<file path="src/rtl/pipe_pkg.sv">
// Shared pipeline-control definitions: stall FSM encoding and the x0 index.
package pipe_pkg;

  typedef enum logic [1:0] {
    ST_RUN     = 2'd0,
    ST_MULDIV  = 2'd1,
    ST_MEMWAIT = 2'd2
  } stall_state_t;

  // Architectural zero register; never a real producer.
  localparam logic [4:0] REG_X0 = 5'd0;

endpackage

</file>
<file path="src/rtl/hazard_cmp.sv">
// Load-use hazard detector: EX load whose destination is read by the ID instruction.
import pipe_pkg::*;

module hazard_cmp (
  input  logic [4:0] id_rs1,
  input  logic [4:0] id_rs2,
  input  logic       id_use_rs1,
  input  logic       id_use_rs2,
  input  logic [4:0] ex_rd,
  input  logic       ex_mem_read,
  output logic       load_use
);

  // x0 never carries a dependency, so it cannot cause a stall.
  always_comb begin
    load_use = ex_mem_read && (ex_rd != REG_X0) &&
               ((id_use_rs1 && (id_rs1 == ex_rd)) ||
                (id_use_rs2 && (id_rs2 == ex_rd)));
  end

endmodule

</file>
<file path="src/rtl/stall_ctrl.sv">
// Pipeline stall/flush controller.
// Optional feature: define STALL_MULDIV_EN to build the multi-cycle mul/div
// stall sequence (MULDIV state and its down-counter); otherwise ex_muldiv is
// ignored and muldiv_busy is tied low.
import pipe_pkg::*;

module stall_ctrl #(
  parameter int MULDIV_LAT = 32
) (
  input  logic        clk,
  input  logic        rst,
  input  logic [4:0]  id_rs1,
  input  logic [4:0]  id_rs2,
  input  logic        id_use_rs1,
  input  logic        id_use_rs2,
  input  logic [4:0]  ex_rd,
  input  logic        ex_mem_read,
  input  logic        ex_muldiv,
  input  logic        ex_branch_taken,
  input  logic        mem_req,
  input  logic        mem_ready,
  output logic        pc_hold,
  output logic        ifid_hold,
  output logic        idex_hold,
  output logic        exmem_hold,
  output logic        ifid_flush,
  output logic        idex_flush,
  output logic        memwb_flush,
  output logic        muldiv_busy,
  output logic [31:0] stall_cycles
);

  stall_state_t state, state_nx;
  logic load_use;
  logic mem_wait;

  hazard_cmp u_hazard_cmp (
    .id_rs1     (id_rs1),
    .id_rs2     (id_rs2),
    .id_use_rs1 (id_use_rs1),
    .id_use_rs2 (id_use_rs2),
    .ex_rd      (ex_rd),
    .ex_mem_read(ex_mem_read),
    .load_use   (load_use)
  );

  assign mem_wait = mem_req && !mem_ready;

`ifdef STALL_MULDIV_EN
  logic [5:0] cnt, cnt_nx, cnt_dec;

  assign cnt_dec = cnt - 6'd1;

  // Down-counter for the mul/div sequence.
  always_ff @(posedge clk or negedge rst) begin
    if (!rst) cnt <= 6'd0;
    else      cnt <= cnt_nx;
  end

  assign muldiv_busy = rst && (state == ST_MULDIV);
`else
  logic unused_muldiv;
  assign unused_muldiv = ex_muldiv | (MULDIV_LAT < 2);
  assign muldiv_busy   = 1'b0;
`endif

  // State register.
  always_ff @(posedge clk or negedge rst) begin
    if (!rst) state <= ST_RUN;
    else      state <= state_nx;
  end

  // Next state and hold/flush outputs, highest-priority event first.
  always_comb begin
    state_nx    = state;
    pc_hold     = 1'b0;
    ifid_hold   = 1'b0;
    idex_hold   = 1'b0;
    exmem_hold  = 1'b0;
    ifid_flush  = 1'b0;
    idex_flush  = 1'b0;
    memwb_flush = 1'b0;
`ifdef STALL_MULDIV_EN
    cnt_nx      = cnt;
`endif
    if (mem_wait) begin
      // Freeze everything up to MEM; a bubble goes down to WB.
      pc_hold     = 1'b1;
      ifid_hold   = 1'b1;
      idex_hold   = 1'b1;
      exmem_hold  = 1'b1;
      memwb_flush = 1'b1;
      if (state == ST_RUN) state_nx = ST_MEMWAIT;
`ifdef STALL_MULDIV_EN
    end else if (state == ST_MULDIV) begin
      // The entry cycle is the first of the MULDIV_LAT-1 stall cycles, so
      // the sequence releases on the cycle the count drains to zero.
      cnt_nx = cnt_dec;
      if (cnt_dec == 6'd0) begin
        state_nx = ST_RUN;
      end else begin
        pc_hold   = 1'b1;
        ifid_hold = 1'b1;
        idex_hold = 1'b1;
      end
    end else if (ex_muldiv) begin
      pc_hold   = 1'b1;
      ifid_hold = 1'b1;
      idex_hold = 1'b1;
      cnt_nx    = 6'(MULDIV_LAT - 1);
      state_nx  = ST_MULDIV;
`endif
    end else begin
      // RUN, or the cycle MEMWAIT sees its memory complete.
      state_nx = ST_RUN;
      if (ex_branch_taken) begin
        ifid_flush = 1'b1;
        idex_flush = 1'b1;
      end else if (load_use) begin
        pc_hold    = 1'b1;
        ifid_hold  = 1'b1;
        idex_flush = 1'b1;
      end
    end
    if (!rst) begin
      pc_hold     = 1'b0;
      ifid_hold   = 1'b0;
      idex_hold   = 1'b0;
      exmem_hold  = 1'b0;
      ifid_flush  = 1'b0;
      idex_flush  = 1'b0;
      memwb_flush = 1'b0;
    end
  end

  // Stall cycle counter; wraps naturally at 32 bits.
  always_ff @(posedge clk or negedge rst) begin
    if (!rst)         stall_cycles <= 32'd0;
    else if (pc_hold) stall_cycles <= stall_cycles + 32'd1;
  end

endmodule

</file>
<file path="config.mk">
export PLATFORM = sky130hd
export DESIGN_NAME = stall_ctrl
export DESIGN_NICKNAME = d
export VERILOG_FILES = /design/src/rtl/pipe_pkg.sv /design/src/rtl/hazard_cmp.sv /design/src/rtl/stall_ctrl.sv
export SDC_FILE = /design/constraint.sdc
export NUM_CORES = 1
export LEC_CHECK = 0
export ABC_AREA = 1
export BUFFER_PORTS_ARGS = -buffer_cell sky130_fd_sc_hd__buf_2
export CAP_MARGIN = 20
export CORE_AREA = 2 2 88 90
export CTS_BUF_LIST = sky130_fd_sc_hd__clkbuf_8
export CTS_CLUSTER_SIZE = 10
export DETAILED_ROUTE_END_ITERATION = 6
export DIE_AREA = 0 0 90 92
export SYNTH_ARGS = -nofsm -noshare
export SYNTH_HDL_FRONTEND = slang
export SYNTH_SLANG_ARGS = --single-unit
</file>
<file path="constraint.sdc">
create_clock -name clk -period 3.2 [get_ports clk]
set_input_delay 0.96 -clock clk [delete_from_list [all_inputs] [get_ports clk]]
set_output_delay 0.96 -clock clk [all_outputs]
set_load 0.005 [all_outputs]
</file>
==> Yosys cells after proc, flatten, opt, wreduce, memory -nomap -nowiden <==
Cells that the tools add are included.
{ "word_totals": {"reg_bits": 32, "input_bits": 24, "output_inout_bits": 40, "wordCells": 24} }
{ "classes": {"add_sub_neg": 1, "n_eq_ne": 2, "muxes": 12, "reduce_logical": 8} }
{ "op_table": {"columns": ["op", "count"], "rows": [
  ["$add 32x1->32 const B", 1],
  ["$mux 1", 12],
  ["$eq 5x5->1", 2],
  ["$logic_and 1x1->1", 5],
  ["$reduce_bool 5->1", 1],
  ["$logic_not 1->1", 1],
  ["$logic_or 1x1->1", 1]
]} }

==> Longest topological paths before layout <==
{ "logic_depth": {"word_depth": 8, "depth_mapped": 12, "depth_no_buf": 11} }

==> By module <==
A second synthesis with hierarchy kept.
{ "unflattened": {"cells_unflattened": 303, "hier_area_um2": 2139.6} }
{ "by_module_without_submodules": {"columns": ["mod", "n_inst", "cells_each", "area_per_inst_um2", "seq_area_each_um2"], "rows": [
  ["stall_ctrl", 1, 249, 1923.1, 800.8],
  ["hazard_cmp", 1, 54, 216.5, 0.0]
]} }

==> Worst setup path after synthesis <==
OpenSTA, ideal clock, no wires.
{ "synth_path": {"path_type": "input -> output", "start": "input ex_rd[3]", "end": "output pc_hold", "arrival_time_ps": 1913, "required_ps": 2240, "slack_ps": 327, "path_stages": 12, "path_buffers": 2, "path_cell_list": "inv_1 nand2_1 nand2_1 nor2_1 nand3_1 nand2_1 nand3_2 nand2_4 nand2_4 buf_6 inv_1 buf_4"} }
{ "synth_between": {"elab_chain_len": 8, "word_cells_on_any_way": 12, "cone_classes": "eq/ne: 2; mux: 4; reduce/logical: 6"} }
{ "synth_rtl": {"columns": ["item", "line", "text"], "rows": [
  ["start: declaration", "stall_ctrl.sv:16", "input logic [4:0] ex_rd,"],
  ["$eq 5x5->1, on equally long branches", "hazard_cmp.sv:17, hazard_cmp.sv:18", null],
  ["$logic_and 1x1->1, on equally long branches", "hazard_cmp.sv:17, hazard_cmp.sv:18", null],
  ["$logic_or 1x1->1", "hazard_cmp.sv:17", "((id_use_rs1 && (id_rs1 == ex_rd)) ||"],
  ["$logic_and 1x1->1 (*)", "hazard_cmp.sv:16", "load_use = ex_mem_read && (ex_rd != REG_X0) &&"],
  ["$mux 1 (*) (4 in series)", null, null],
  ["end: declaration", "stall_ctrl.sv:22", "output logic pc_hold,"]
]} }
Every way passes the cells marked *; elsewhere a longest branch is shown, timed or not.

==> Worst setup path after layout <==
{ "layout_path": {"start": "input ex_rd[3]", "end": "output ifid_hold"} }
{ "layout_between": {"elab_chain_len": 8, "word_cells_on_any_way": 12, "cone_classes": "eq/ne: 2; mux: 4; reduce/logical: 6"} }
{ "layout_rtl": {"columns": ["item", "line", "text"], "rows": [
  ["$eq 5x5->1, on equally long branches", "hazard_cmp.sv:17, hazard_cmp.sv:18", null],
  ["$logic_and 1x1->1, on equally long branches", "hazard_cmp.sv:17, hazard_cmp.sv:18", null],
  ["$logic_or 1x1->1", "hazard_cmp.sv:17", null],
  ["$logic_and 1x1->1 (*)", "hazard_cmp.sv:16", null],
  ["$mux 1 (*)", "stall_ctrl.sv:119", "end else if (load_use) begin"],
  ["$mux 1 (*)", "stall_ctrl.sv:116", "if (ex_branch_taken) begin"],
  ["$mux 1 (*)", "stall_ctrl.sv:86", "if (mem_wait) begin"],
  ["$mux 1 (*)", "stall_ctrl.sv:125", "if (!rst) begin"],
  ["end: declaration", "stall_ctrl.sv:23", "output logic ifid_hold,"]
]} }
Marks and branches as above.

==> flow_summary.ini <==
[outcome]
status = finished, final reports clean

[floorplanning]
io_pins = 64
die_h_um = 92
core_mm2 = 0.007447
die-area_mm2 = 0.008280
std_cell_rows = 32
start_util = 0.3392
die-width_um = 90

[logic_synthesis]
synth_nets = 443
syn_area_per_cell_um2 = 6.043
synth-seq-area-share = 0.3170
ys_warn_count = 0
syn_area_mm2 = 0.002526
syn_inst = 418
ys_ff_latch = 32
ys_types = 24

[setup_path]
crit_type = in2out
crit_path_end_kind = output port
worstReg2RegEnd = stall_cycles[28]
reg2reg_depth = 10
ff2ff_setup_slack_ns = 1.27
worst-path-max-fanout = 4
cp.required_ns = 2.24
crit_path_start_kind = input pin
reg2reg_from = stall_cycles[0]
cp_data_arrival_time_ns = 1.90

[placement]
place_congestion = 0.8871
dp_hpwl_um = 4946
port_buffers = 61
placed_cells = 574

[final_layout]
n_fill_cell = 816
final_common_cell = nand2_1
regMostFlops = stall_cycles
synthToLayoutAreaGrowth_pct = 18.67
biggestRegsByFlops = stall_cycles x32
regArea_um2 = 800.8
nNetsFinal = 504
final_cells = 582
layout_common_cells = 177 x nand2_1, 62 x inv_1, 61 x buf_2
drive_above_1_share = 0.1896
antenna_cells = 0
multi_input_area_mm2 = 0.001375
largest_reg_flops = 32

[drt]
first_pass_iters = 4
detail-route-antenna-nets = 0
wl_per_cell_um = 10.92
wl_um = 6358
viasPerCell = 4.562
num_vias = 2655
drt_iter0_drc = 139
drc_errors = 0

[timing]
fin_crit_sh = 0.8928
finalSetupTns_ns = 0
max_freq_mhz = 350.0
setup_viol = 0
final_max_slew_viol_count = 0
hold_ws_ns = 0.4970
min_period_ns = 2.857
finClkSkew_ns = 0.008119
hold_viol_final = 0
grt_setup_unrepaired = false

[pwr]
power_leakage_uw = 0.001645
ir_drop_uv = 165.1
p_per_area_mw_per_mm2 = 341.0

[hold_path]
min_path_type = reg2reg
worstHoldStart = stall_cycles[30]
worstHoldEndpoint = stall_cycles[30]
hold_path_depth = 2

[grt]
grt_usage = 0.1656
overflow = 0
use_met3 = 0.02465
busiest_layer = met2
globalRouteMet2Util = 0.2826
grt_pass1_wl_um = 11350
grt_pass1_vias = 2437
grt_use_met1 = 0.2234
antenna_found_initial = 0
grt_max_degree = 53

[clock_tree]
htreeDepth = 2
clkTransAtPathRegs_ns = 0.08
ctsHoldBuffers = 0
clockBufferDepth = 2
cts_sinks = 32
clk_latency_ns = 0.29
cts_tree = yes
cts_made_buffers = 5
ctsResizeCount = 0
cts_setup_buffers = 0
cts-root-buf = clkbuf_8

[job]
cap_violations = 0
==> stage by stage <==
step                      utilization  total power [uW]  setup slack, ns  cell area, um2
after detailed placement       0.3876             637.3           0.3305            2887
after global placement         0.3876             633.2           0.3291            2887
after CTS                      0.4026              1040           0.3277            2998
final                          0.4026              1022           0.3431            2998
after floorplan                     -             566.0           0.3269            2526
after global routing           0.4026              1090           0.1530            2998
==> logic make-up (layout without fill, tap and decap cells) <==
family	Yosys count	in the layout	synth area share
adders and majority gates	1	1	0.004952
buffers and inverters	76	138	0.1387
other	1	1	0.001484
and+or+nand+nor	305	305	0.5305
DFF	32	32	0.3170
AOI/OAI and AO/OA	2	2	0.003959
xor gates and xnor gates	1	1	0.003468
==> worst max path at each step <==
stage               startpoint         to  slack (ns)  cells after the start
floorplan             ex_rd[3]    pc_hold        0.33                     12
global placement      ex_rd[3]  ifid_hold        0.33                     11
detailed placement    ex_rd[3]    pc_hold        0.33                     11
CTS                   ex_rd[3]  ifid_hold        0.33                     12
global route          ex_rd[3]    pc_hold        0.15                     10
finish                ex_rd[3]  ifid_hold        0.34                     12
==> cell type report <==
class	count	area share
Clock inverter	3	0.01419
Multi-Input combinational cell	310	0.4587
Sequential cell	32	0.2671
Timing Repair Buffer	66	0.1144
Tap cell	102	0.04257
Inverter	64	0.08013
Clock buffer	5	0.02295
==> critical path, stage by stage <==
cell,delay [ns]
buf_2,0.08
inv_1,0.06
nand2_1,0.06
nand2_1,0.04
nor2_1,0.12
nand3_1,0.08
nand2_1,0.10
nand3_2,0.09
nand2_4,0.08
nand2_4,0.05
inv_1,0.06
buf_2,0.10
==> power breakdown <==
part,internal [uW],total [uW],leakage (uW),switching (uW)
combinational,61.7,155,0.00115,93.3
clock,230,396,0.0000541,166
sequential,427,471,0.000442,44.4
total,719,1020,0.00164,303
==> metal layers <==
layer	up-vias	share of wire	routed length, um
li1	1398	-	-
met3	6	0.036	227
met5	-	0	0
met2	48	0.49	3099
met4	0	0.010	65
met1	1203	0.47	2965
==> cell usage after synthesis, drive strengths merged <==
cell	instances	area share
nand2	180	0.27
inv	63	0.094
nand3	49	0.10
nor2	47	0.077
dfrtp	32	0.32
nor3	15	0.038
buf	12	0.044
nand3b	7	0.021
nand4	7	0.017
a21oi	1	0.0020
clkinv	1	0.0015
conb	1	0.0015
ha	1	0.0050
o21ai	1	0.0020
xnor2	1	0.0035
Note: power is estimated with default switching activity, not from simulation.
